<file path="config.mk">
export PLATFORM = sky130hd
export DESIGN_NAME = fetch_unit
export DESIGN_NICKNAME = d
export VERILOG_FILES = /design/src/rtl/fetch_unit.sv
export SDC_FILE = /design/constraint.sdc
export NUM_CORES = 1
export LEC_CHECK = 0
export ABC_AREA = 1
export CAP_MARGIN = 5
export CORE_AREA = 2 2 64 66
export CTS_CLUSTER_DIAMETER = 60
export DETAILED_ROUTE_END_ITERATION = 12
export DIE_AREA = 0 0 66 68
export DONT_BUFFER_PORTS = 1
export GPL_TIMING_DRIVEN = 0
export PLACE_DENSITY = 0.49
export SLEW_MARGIN = 20
export SYNTH_ARGS = -nofsm -noshare
export SYNTH_HDL_FRONTEND = slang
export SYNTH_SLANG_ARGS = --single-unit
</file>
<file path="constraint.sdc">
create_clock -name clk -period 3.25 [get_ports clk]
set_input_delay 0.4875 -clock clk [delete_from_list [all_inputs] [get_ports clk]]
set_output_delay 0.4875 -clock clk [all_outputs]
set_load 0.03 [all_outputs]
</file>
<file path="src/rtl/fetch_unit.sv">
// fetch_unit: instruction fetch front-end for the 8-bit fde sequencer.
//
// Watches the sequencer's fetch/decode/execute phase strobes and holds the
// sequencer (fde_enable low) while a memory read is outstanding. It owns the
// program counter and latches the opcode (fetch phase) and an optional
// immediate byte (decode phase, opcode bit IMM_BIT set). Both bytes are then
// presented to the execute logic with instr_valid. A taken branch reloads the
// pc on the edge that ends the execute phase.
//
// Ports:
//   clk, reset            clock (rising edge), async active-high reset
//   fetch/decode/execute  sequencer phase strobes (priority in that order)
//   fde_enable            combinational advance request to the sequencer
//   mem_rd, mem_addr      one-cycle read request, address = pc
//   mem_data, mem_ready   read data, qualified by one-cycle mem_ready
//   branch_taken/_target  branch request, honoured in the execute phase only
//   pc                    current program counter
//   instr, operand        latched opcode and immediate byte
//   instr_valid           instr/operand valid in the execute phase
module fetch_unit #(
  parameter int unsigned       ADDR_W   = 8,
  parameter logic [ADDR_W-1:0] RESET_PC = '0,
  parameter int unsigned       IMM_BIT  = 7
) (
  input  logic              clk,
  input  logic              reset,
  input  logic              fetch,
  input  logic              decode,
  input  logic              execute,
  output logic              fde_enable,
  output logic              mem_rd,
  output logic [ADDR_W-1:0] mem_addr,
  input  logic [7:0]        mem_data,
  input  logic              mem_ready,
  input  logic              branch_taken,
  input  logic [ADDR_W-1:0] branch_target,
  output logic [ADDR_W-1:0] pc,
  output logic [7:0]        instr,
  output logic [7:0]        operand,
  output logic              instr_valid
);

  typedef enum logic [1:0] {
    S_IDLE,
    S_WAIT,
    S_ADV
  } state_e;

  state_e            state_q, state_d;
  logic [ADDR_W-1:0] pc_q, pc_d;
  logic [7:0]        instr_q, instr_d;
  logic [7:0]        operand_q, operand_d;
  logic              loaded_q, loaded_d;

  logic need_read;
  logic exec_phase;

  // A memory read is needed for every fetch, and for a decode only when the
  // latched opcode announces an immediate byte.
  assign need_read  = fetch | (decode & instr_q[IMM_BIT]);
  // Execute only counts when no higher-priority strobe is also active.
  assign exec_phase = execute & ~fetch & ~decode;

  // State register
  always_ff @(posedge clk or posedge reset) begin
    if (reset) begin
      state_q   <= S_IDLE;
      pc_q      <= RESET_PC;
      instr_q   <= '0;
      operand_q <= '0;
      loaded_q  <= 1'b0;
    end else begin
      state_q   <= state_d;
      pc_q      <= pc_d;
      instr_q   <= instr_d;
      operand_q <= operand_d;
      loaded_q  <= loaded_d;
    end
  end

  // Next-state logic
  always_comb begin
    state_d   = state_q;
    pc_d      = pc_q;
    instr_d   = instr_q;
    operand_d = operand_q;
    loaded_d  = loaded_q;
    unique case (state_q)
      S_IDLE: begin
        if (need_read) begin
          state_d = S_WAIT;
        end else if (exec_phase && branch_taken) begin
          // Lands on the same edge the sequencer leaves the execute phase.
          pc_d = branch_target;
        end
      end
      S_WAIT: begin
        if (mem_ready) begin
          pc_d    = pc_q + ADDR_W'(1);
          state_d = S_ADV;
          if (fetch) begin
            instr_d  = mem_data;
            loaded_d = 1'b1;
          end else if (decode) begin
            operand_d = mem_data;
          end
        end
      end
      S_ADV: begin
        state_d = S_IDLE;
      end
      default: begin
        state_d = S_IDLE;
      end
    endcase
  end

  // Output logic
  always_comb begin
    // No request leaves the block while reset is held, even with fetch high.
    mem_rd      = (state_q == S_IDLE) & need_read & ~reset;
    fde_enable  = ((state_q == S_IDLE) & ~need_read) | (state_q == S_ADV);
    instr_valid = execute & loaded_q & (state_q == S_IDLE);
  end

  assign mem_addr = pc_q;
  assign pc       = pc_q;
  assign instr    = instr_q;
  assign operand  = operand_q;

endmodule
</file>
==> results by group, run 1 <==
Placed design
  • Dpl ws: ~1.6 ns
  • Hpwl dp: approximately 2300 um
  • Routability cong.: around 0.73
  • PortBufs: 0

Global route
  • Largest net degree at the start of global routing: 28
  • All-Layer GR Usage: 14.7%
  • Congestion Overflow GR: 0
  • First-pass GRT wire length: 5000 um
  • Number of global-route vias before repair: 1083
  • Initial antenna violation count: 0

Finish
  • Inserted Diodes: 0
  • Final Net Count: about 210
  • Fillers: roughly 420
  • P&R area growth vs syn: 7.51%
  • Core Util, Final: about two fifths
  • Register area: between 600 and 700 um^2
  • Proportion of layout cells with a drive suffix above 1: a little under a fifth
  • Area of the multi-input gates: 593 um^2

Routing
  • Antenna-violating nets left: 0
  • Drt first pass iters: 4
  • Final wirelength: ~3000 um
  • WL/cell: about 13 um
  • Vias per cell: 4.75
  • Via count: 1107
  • DRC: 0
  • DR iter-0 viols: 66

STA
  • Relative slew slack: 57.0%
  • Worst hold margin: 0.147 ns
  • TNS Setup: 0 ns
  • Fmax achieved: roughly 0.50 GHz
  • Hold Vio Cnt, Final: 0
  • Tcrit/Tclk final: 60.9%
  • Actual slew at the worst max-slew pin: 0.647 ns
  • Max-slew violations: 0
  • Clk_skew: roughly 0.0022 ns
  • Final WS setup: ~1.3 ns
  • Unrepaired setup endpoints after global routing: no
  • # setup viols final: 0
  • Crit path time final: 1.98 ns

Logic synthesis
  • Ys flop type: dfrtp_1
  • Synth area leaders: dfrtp_1 (47%), nand2_1 (16%), inv_1 (5.7%), o21ai_2 (4.8%), buf_4 (4.1%)
  • Synth area leader: dfrtp_1
  • Net Count, Synth: between 200 and 250
  • Async set-or-reset flop fraction in the synthesized netlist: 100%
  • Seq/Total Area, Yosys: between 40 and 50%
  • Post-synth top cells: nand2_1 (61), dfrtp_1 (27), inv_1 (22)
  • FF+latch count, synth: 27
  • Post-Syn Area: 1450 um^2
  • YS warnings: 0
  • Avg Synthesized Cell Area: approximately 8.1 um^2
  • Count leader, synth: nand2_1
  • Post-synth EDFFs: 0
  • Yosys cell types: 25
  • Mapped Cells: 179
  • Top-area cell type share of the netlist area: 46.6%

Clock network
  • Clk Latency, worst-skew pair: 0.27 ns
  • Hold_buf cts: 0
  • Clk buf depth: 2
  • Htree depth: 1
  • CTS tree: done
  • Cts bufs inserted: 3
  • Number of clock sinks: 27
  • Clock transition at path regs: about 0.09 ns
  • Post-CTS sizing: 0
  • Root Driver: clkbuf_8
  • Setup repair bufs after CTS: 0

Flow run
  • Max-Cap Viols: 0

Worst setup path
  • Crit path DAT: ~1.5 ns
  • Crit path kind: flop to output port
  • Crit end category: output port
  • R2R Path Start: mem_addr[1]
  • Worst r2r dst: mem_addr[6]
  • Stages on worst setup path: 4
  • Required @ worst endpoint: around 2.8 ns
  • Buffers plus inverters on the worst setup path: 0
  • CP top delay family: simple AND/OR/NAND/NOR gates
  • Max incr delay on CP: between 0.5 and 0.6 ns
  • Critical path startpoint category: flop
  • Worst Reg-to-Reg Cells: 8
  • Maximum fanout along the worst path: 3
  • CP most frequent cell: nand2_1
  • Reg2Reg Setup Slack: 1.72 ns
  • Cell Chain, Critical Path: nand2_1 -> nand2_1 -> nand2_1 -> nor2_1
  • Worst setup path endpoint: mem_rd
  • Slowest cell on crit path: dfrtp_1
  • CP startpoint: instr[7]

Power
  • Leak: around 0.83 nW
  • Part of the power in registers: about half
  • Pwr dens: around 1200 nW/um^2
  • Clock group share of total power: about a tenth
  • Internal power: 811 uW
  • VDD IR max: about 0.00038 V
  • Switching power: 990 uW
  • Switching Fraction: a little over half
  • Combinational Power Share: a little under two fifths

Floorplan
  • Io pins: 58
  • Core area: between 3000 and 4000 um^2
  • Die area: 4490 um^2
  • FP Rows: 23
  • Die Y-Extent: a little under 70 um
  • Initial Util: a little under two fifths
  • Die X: 66 um

Outcome
  • Outcome: complete, no violations

Worst hold path
  • Worst min-delay path class: primary input to async pin
## worst reg2reg max path: cells and delay by family, from the launching register on
kind          cells  cell delay (ns)
fa+ha+maj         1             0.28
flops             1             0.62
simple gates      7             0.55
## cell families (layout without fill, tap and decap cells)
logic type / after synthesis / after routing / share of synthesized area, %
simple gates: 92 / 92 / 28.9
buf+inv: 35 / 39 / 12.4
fa+ha+maj: 1 / 1 / 0.863
flops: 27 / 27 / 46.6
compound gates: 24 / 24 / 11.1
## routing by layer
metal / global-route usage [%] / wire length, um / vias up
met5: 0 / 0 / -
met4: 6.12 / 25 / 0
met3: 3.95 / 205 / 2
met2: 24.2 / 1470 / 30
met1: 18.5 / 1370 / 517
li1: - / - / 558
## worst min path at each step
stage,end,slack (ns)
after floorplan,loaded_q,0.43
after global placement,loaded_q,0.46
after detailed placement,loaded_q,0.48
after CTS,operand[1],0.36
after global routing,operand[7],0.18
final,state_q[1],0.15
## power by group through the flow
stage	Sequential [mW]	Clock [mW]	Combinational, mW
floorplan	0.897	0	0.603
global placement	0.942	0	0.676
detailed placement	0.944	0	0.690
CTS	0.938	0.198	0.691
global route	0.962	0.216	0.774
finish	0.934	0.186	0.680
## through the flow
stage,instance area (um^2),instances,power [mW]
after floorplan,1450,179,1.50
after global placement,1510,229,1.62
after global routing,1560,233,1.95
after CTS,1560,233,1.83
final,1560,233,1.80
after detailed placement,1510,229,1.63
## cell type report
cell class              count  area share [%]
flip-flops and latches     27            43.4
multi-input cells         117            38.1
inverters                  24            5.94
plain buffers              11            5.62
well taps                  50            4.02
clock buffers               3            2.65
clock inverters             1           0.321
## sequential cells by signal, summed over array words and instances, names as in the netlist
register / count
operand: 8
state_q: 2
instr: 8
mem_addr: 8
loaded_q: 1
## placed cells by master (no fill, tap or decap), drive strengths merged
master and instances:
o21ai 22, nand3 11, clkbuf 3, nor2 13, dfrtp 27, nand3b 1
inv 24, buf 11, or2 1, nand4 2, clkinv 1, ha 1
nand2 63, and3 1, a21oi 2
Note: power is estimated with default switching activity, not from simulation.
==> run 2: changes to the inputs <==
Settings changed: PLACE_DENSITY 0.49 to 0.51.
Clock period 3.25 ns to 1.79 ns, I/O delays scaled along.
==> run 2 against run 1 <==
Net effect:
- routed wire length shrank 1.3%
- clock power is 92% higher
- sequential cell count is the same
- count of clock-buffer cells in the layout stayed put
- die area is the same
- register-to-register slack worse by 1.5 ns
- final cell count grew 0.43%
- clock skew up 0.0017 ns
- hold slack got worse by 0.0049 ns
- setup slack worse by 1.1 ns
- combinational power up 82%
- sequential share of layout area decreased by 0.47 points
- critical path type unchanged
- critical endpoint unchanged
- largest cell class unchanged
==> results by group, run 2 (synthesis gave the netlist of run 1 again) <==
Outcome
  • Outcome: complete, no violations

Worst setup path
  • CP startpoint: instr[7]
  • Cell Chain, Critical Path: nand2_1 -> nand2_1 -> nand2_1 -> nor2_2
  • Worst r2r dst: mem_addr[6]
  • Slowest cell on crit path: dfrtp_2
  • Max incr delay on CP: roughly 0.48 ns
  • Critical path startpoint category: flop
  • Required @ worst endpoint: 1.52 ns
  • CP top delay family: simple AND/OR/NAND/NOR gates
  • Crit path kind: flop to output port
  • R2R Path Start: mem_addr[1]
  • Buffers plus inverters on the worst setup path: 0
  • Crit path DAT: about 1.3 ns
  • Crit end category: output port
  • Maximum fanout along the worst path: 3
  • Reg2Reg Setup Slack: between 0.2 and 0.25 ns
  • CP most frequent cell: nand2_1
  • Worst Reg-to-Reg Cells: 8

Placed design
  • Dpl ws: 0.255 ns
  • Hpwl dp: 2300 um
  • PortBufs: 0
  • Routability cong.: 0.814
  • DP Area: approximately 1500 um^2
  • Post-placement cell count: 229

Routing
  • DR iter-0 viols: 33
  • Antenna-violating nets left: 0
  • DRC: 0
  • Final wirelength: about 3000 um
  • Drt first pass iters: 4
  • WL/cell: roughly 13 um
  • Vias per cell: roughly 4.7
  • Via count: around 1100

Global route
  • Initial antenna violation count: 0
  • Congestion Overflow GR: 0
  • Number of global-route vias before repair: roughly 1100
  • First-pass GRT wire length: 5150 um
  • All-Layer GR Usage: about 15%
  • Largest net degree at the start of global routing: 28

Worst hold path
  • Hold Startpoint: mem_data[4]
  • WHS Endpoint: operand[4]
  • Worst min-delay path class: primary input to flop
  • Hold Crit Depth: 2

Clock network
  • Htree depth: 1
  • Setup repair bufs after CTS: 0
  • Clock transition at path regs: 0.10 ns
  • Cts bufs inserted: 3
  • Clk buf depth: 2
  • CTS tree: done
  • Number of clock sinks: 27
  • Clk Latency, worst-skew pair: 0.27 ns
  • Root Driver: clkbuf_8

STA
  • Relative slew slack: a little over three fifths
  • Clk_skew: about 0.0040 ns
  • # setup viols final: 0
  • Crit path time final: about 1.6 ns
  • Fmax achieved: about 0.63 GHz
  • Max-slew violations: 0
  • Unrepaired setup endpoints after global routing: no
  • Worst hold margin: about 0.14 ns
  • Hold Vio Cnt, Final: 0
  • Final WS setup: roughly 0.20 ns
  • Tcrit/Tclk final: around nine tenths
  • TNS Setup: 0 ns
  • Actual slew at the worst max-slew pin: 0.561 ns

Floorplan
  • Die area: 4490 um^2
  • FP Rows: 23
  • Die Y-Extent: ~68 um
  • Core area: just under 4000 um^2
  • Initial Util: 37.6%
  • Io pins: 58
  • Die X: roughly 66 um

Power
  • VDD IR max: ~0.00077 V
  • Pwr dens: between 2000 and 2500 nW/um^2
  • Leak: 0.827 nW
  • Power, Total: 3.30 mW

Finish
  • Leading cell types in the layout, fill and taps excluded: nand2_1 (61), dfrtp_1 (26), inv_1 (21)
  • Non-filler cells, final: 234
  • Core Util, Final: 40.9%
  • Inserted Diodes: 0
  • Proportion of layout cells with a drive suffix above 1: about a fifth
  • Most common cell after layout, fill and taps aside: nand2_1
  • Design Area, Final: 1580 um^2
  • P&R area growth vs syn: 8.89%
  • Final Net Count: between 200 and 250
  • Fillers: about 420

Flow run
  • Max-Cap Viols: 0
==> run 2: where the power goes <==
group	leakage, nW	internal [mW]	switching (mW)
registers	0.332	0.883	0.813
logic	0.473	0.440	0.802
clock network	0.0217	0.158	0.200
total	0.827	1.48	1.82
==> run 2: layer usage <==
layer  track usage, %  vias to the layer above  routed length, um
met5                0                        -                  0
met4             4.34                        0                 20
met3             4.93                        2                226
met2             25.9                       33               1480
met1             17.5                      516               1310
li1                 -                      557                  -
==> run 2: worst reg2reg max path: cells and delay by family (launching register included) <==
| family | cells | cell delay [ns] |
|---|---|---|
| adders and majority gates | 1 | 0.28 |
| DFF | 1 | 0.61 |
| and+or+nand+nor | 7 | 0.55 |
==> run 2: layout make-up <==
class	count	area, um^2	area share, %
plain buffers	11	87.6	5.55
inverters	24	92.6	5.87
flip-flops and latches	27	677	42.9
well taps	50	62.6	3.97
multi-input cells	117	599	38.0
repair buffers	1	10.0	0.634
clock buffers	3	41.3	2.62
clock inverters	1	7.51	0.476
==> run 2: how the worst max path moves through the flow <==
stage | endpoint | cells past startpoint | slack (ns)
after global routing | mem_addr[6] | 8 | 0.05
after global placement | mem_addr[6] | 8 | 0.27
after CTS | fde_enable | 3 | 0.01
after floorplan | mem_rd | 4 | 0.40
after detailed placement | mem_addr[6] | 8 | 0.26
final | mem_rd | 4 | 0.20
==> run 2: what timing repair did <==
action	CTS	global route
gates cloned	0	0
hold buffers	0	1
endpoints found under the setup margin	1	1
endpoints found under the hold margin	0	27
resized for setup	1	2
==> run 3: changes to the inputs <==
Settings changed: CORE_AREA 2 2 64 66 to 2 2 46 91, DIE_AREA 0 0 66 68 to 0 0 48 93, TNS_END_PERCENT set to 1.
==> run 3 against run 2 <==
Net effect:
- routed wire length rose by 7.4%
- sequential power barely moved
- clock power fell by 3%
- hold slack improved by 0.0070 ns
- global-route usage rose by 1.6 points
- non-clock buffer count did not move
- final area fell by 0.24%
- critical path type unchanged
- highest routed layer unchanged
==> results by group, run 3 (synthesis gave the netlist of run 1 again) <==
Power
  • VDD IR max: 0.000861 V
  • Switching Fraction: around 55%
  • Leak: slightly above 0.8 nW
  • Switching power: roughly 1.8 mW
  • Internal power: 1.48 mW
  • Part of the power in registers: about half
  • Pwr dens: 2100 nW/um^2
  • Combinational Power Share: 38.0%
  • Clock group share of total power: 10.5%

Worst setup path
  • Worst r2r dst: mem_addr[6]
  • R2R Path Start: mem_addr[1]
  • CP startpoint: instr[7]
  • Critical path startpoint category: flop
  • Crit path kind: flop to output port
  • Crit path DAT: 1.40 ns
  • Reg2Reg Setup Slack: between 0.2 and 0.25 ns
  • Worst Reg-to-Reg Cells: 8
  • Crit end category: output port
  • Maximum fanout along the worst path: 3
  • Required @ worst endpoint: roughly 1.5 ns
  • Worst setup path endpoint: mem_rd

Flow run
  • Max-Cap Viols: 0

Floorplan
  • Die area: approximately 4500 um^2
  • Die Y-Extent: between 90 and 100 um
  • Die X: 48 um
  • FP Rows: 32
  • Io pins: 58
  • Initial Util: between 30% and 40%
  • Core area: 3800 um^2

Placed design
  • Hpwl dp: ~2600 um
  • PortBufs: 0
  • Post-placement cell count: between 200 and 250
  • Routability cong.: a little under 0.8

Clock network
  • Cts bufs inserted: 3
  • CTS tree: done
  • Clk buf depth: 2
  • Number of clock sinks: 27
  • Clk Latency, worst-skew pair: 0.27 ns
  • Htree depth: 1
  • Setup repair bufs after CTS: 0
  • Root Driver: clkbuf_8
  • Clock transition at path regs: 0.09 ns

STA
  • Tcrit/Tclk final: 93.3%
  • Actual slew at the worst max-slew pin: ~0.59 ns
  • # setup viols final: 0
  • Relative slew slack: between 60% and 70%
  • Clk_skew: around 0.0070 ns
  • Crit path time final: between 1.5 and 2 ns
  • TNS Setup: 0 ns
  • Fmax achieved: around 0.60 GHz
  • Hold Vio Cnt, Final: 0
  • Unrepaired setup endpoints after global routing: no
  • Max-slew violations: 0

Routing
  • DR iter-0 viols: 9
  • DRC: 0
  • Vias per cell: approximately 4.8
  • Final wirelength: 3250 um
  • Antenna-violating nets left: 0
  • WL/cell: ~14 um
  • Drt first pass iters: 4
  • Via count: 1127

Global route
  • Initial antenna violation count: 0
  • All-Layer GR Usage: between 10% and 20%
  • Largest net degree at the start of global routing: 28
  • Number of global-route vias before repair: roughly 1200
  • First-pass GRT wire length: ~5300 um
  • Congestion Overflow GR: 0

Finish
  • P&R area growth vs syn: 8.64%
  • Proportion of layout cells with a drive suffix above 1: between 10% and 20%
  • Leading cell types in the layout, fill and taps excluded: nand2_1 (61), dfrtp_1 (27), inv_1 (21)
  • Non-filler cells, final: ~240
  • Fillers: 409
  • Final Net Count: 209
  • Inserted Diodes: 0
  • Most common cell after layout, fill and taps aside: nand2_1

Outcome
  • Outcome: complete, no violations

Worst hold path
  • Worst min-delay path class: primary input to flop
## run 3: layout make-up
class | count | area (um^2) | share of cell area [%]
Timing Repair Buffer | 1 | 10.0 | 0.636
Multi-Input combinational cell | 117 | 599 | 38.1
Sequential cell | 27 | 676 | 42.9
Inverter | 24 | 92.6 | 5.88
Clock buffer | 4 | 45.0 | 2.86
Buffer | 11 | 87.6 | 5.56
Tap cell | 51 | 63.8 | 4.05
## run 3: per-stage QoR
stage                     total power [mW]  utilization [%]  setup slack, ns  hold WS, ns  instance area (um^2)
after floorplan                       2.72                -            0.395        0.321                  1450
after global placement                2.95             39.8            0.267        0.433                  1510
after detailed placement              2.99             39.8            0.234        0.441                  1510
after CTS                             3.35             41.0          0.00163        0.144                  1560
after global routing                  3.57             41.4          0.00414        0.143                  1570
final                                 3.30             41.4            0.120        0.150                  1570
## run 3: metal layers
metal | share of wire (%) | wire [um] | vias to the layer above | track usage, %
li1 | - | - | 558 | -
met1 | 33 | 1080 | 538 | 15.8
met2 | 61 | 1970 | 29 | 30.7
met3 | 5.2 | 170 | 2 | 3.47
met4 | 0.98 | 32 | 0 | 6.53
met5 | 0 | 0 | - | 0
## run 3: critical path, cell delays in order (launching register included)
cell and delay [ns]:
dfrtp_1 0.57, nand2_1 0.09, nand2_1 0.10, nand2_1 0.08, nor2_2 0.29
## run 3: repair_timing
action / CTS / global route
hold buffers: 0 / 1
endpoints found under the hold margin: 0 / 27
endpoints found under the setup margin: 1 / 1
cloned: 0 / 0
gates resized for setup: 1 / 1
## run 3: worst min-delay path by stage
stage	from	end	slack, ns	cells past startpoint
finish	mem_data[6]	operand[6]	0.15	2
global placement	mem_data[4]	operand[4]	0.43	2
floorplan	reset	instr[0]	0.32	1
global route	mem_data[5]	operand[5]	0.14	2
detailed placement	mem_data[5]	operand[5]	0.44	2
CTS	mem_data[6]	operand[6]	0.14	2
## run 3: power groups by stage
stage                     combinational, mW  sequential, mW  clock, mW
after global routing                   1.42            1.75      0.392
after floorplan                        1.10            1.63          0
after detailed placement               1.27            1.72          0
final                                  1.25            1.70      0.346
after CTS                              1.27            1.71      0.368
after global placement                 1.24            1.71          0
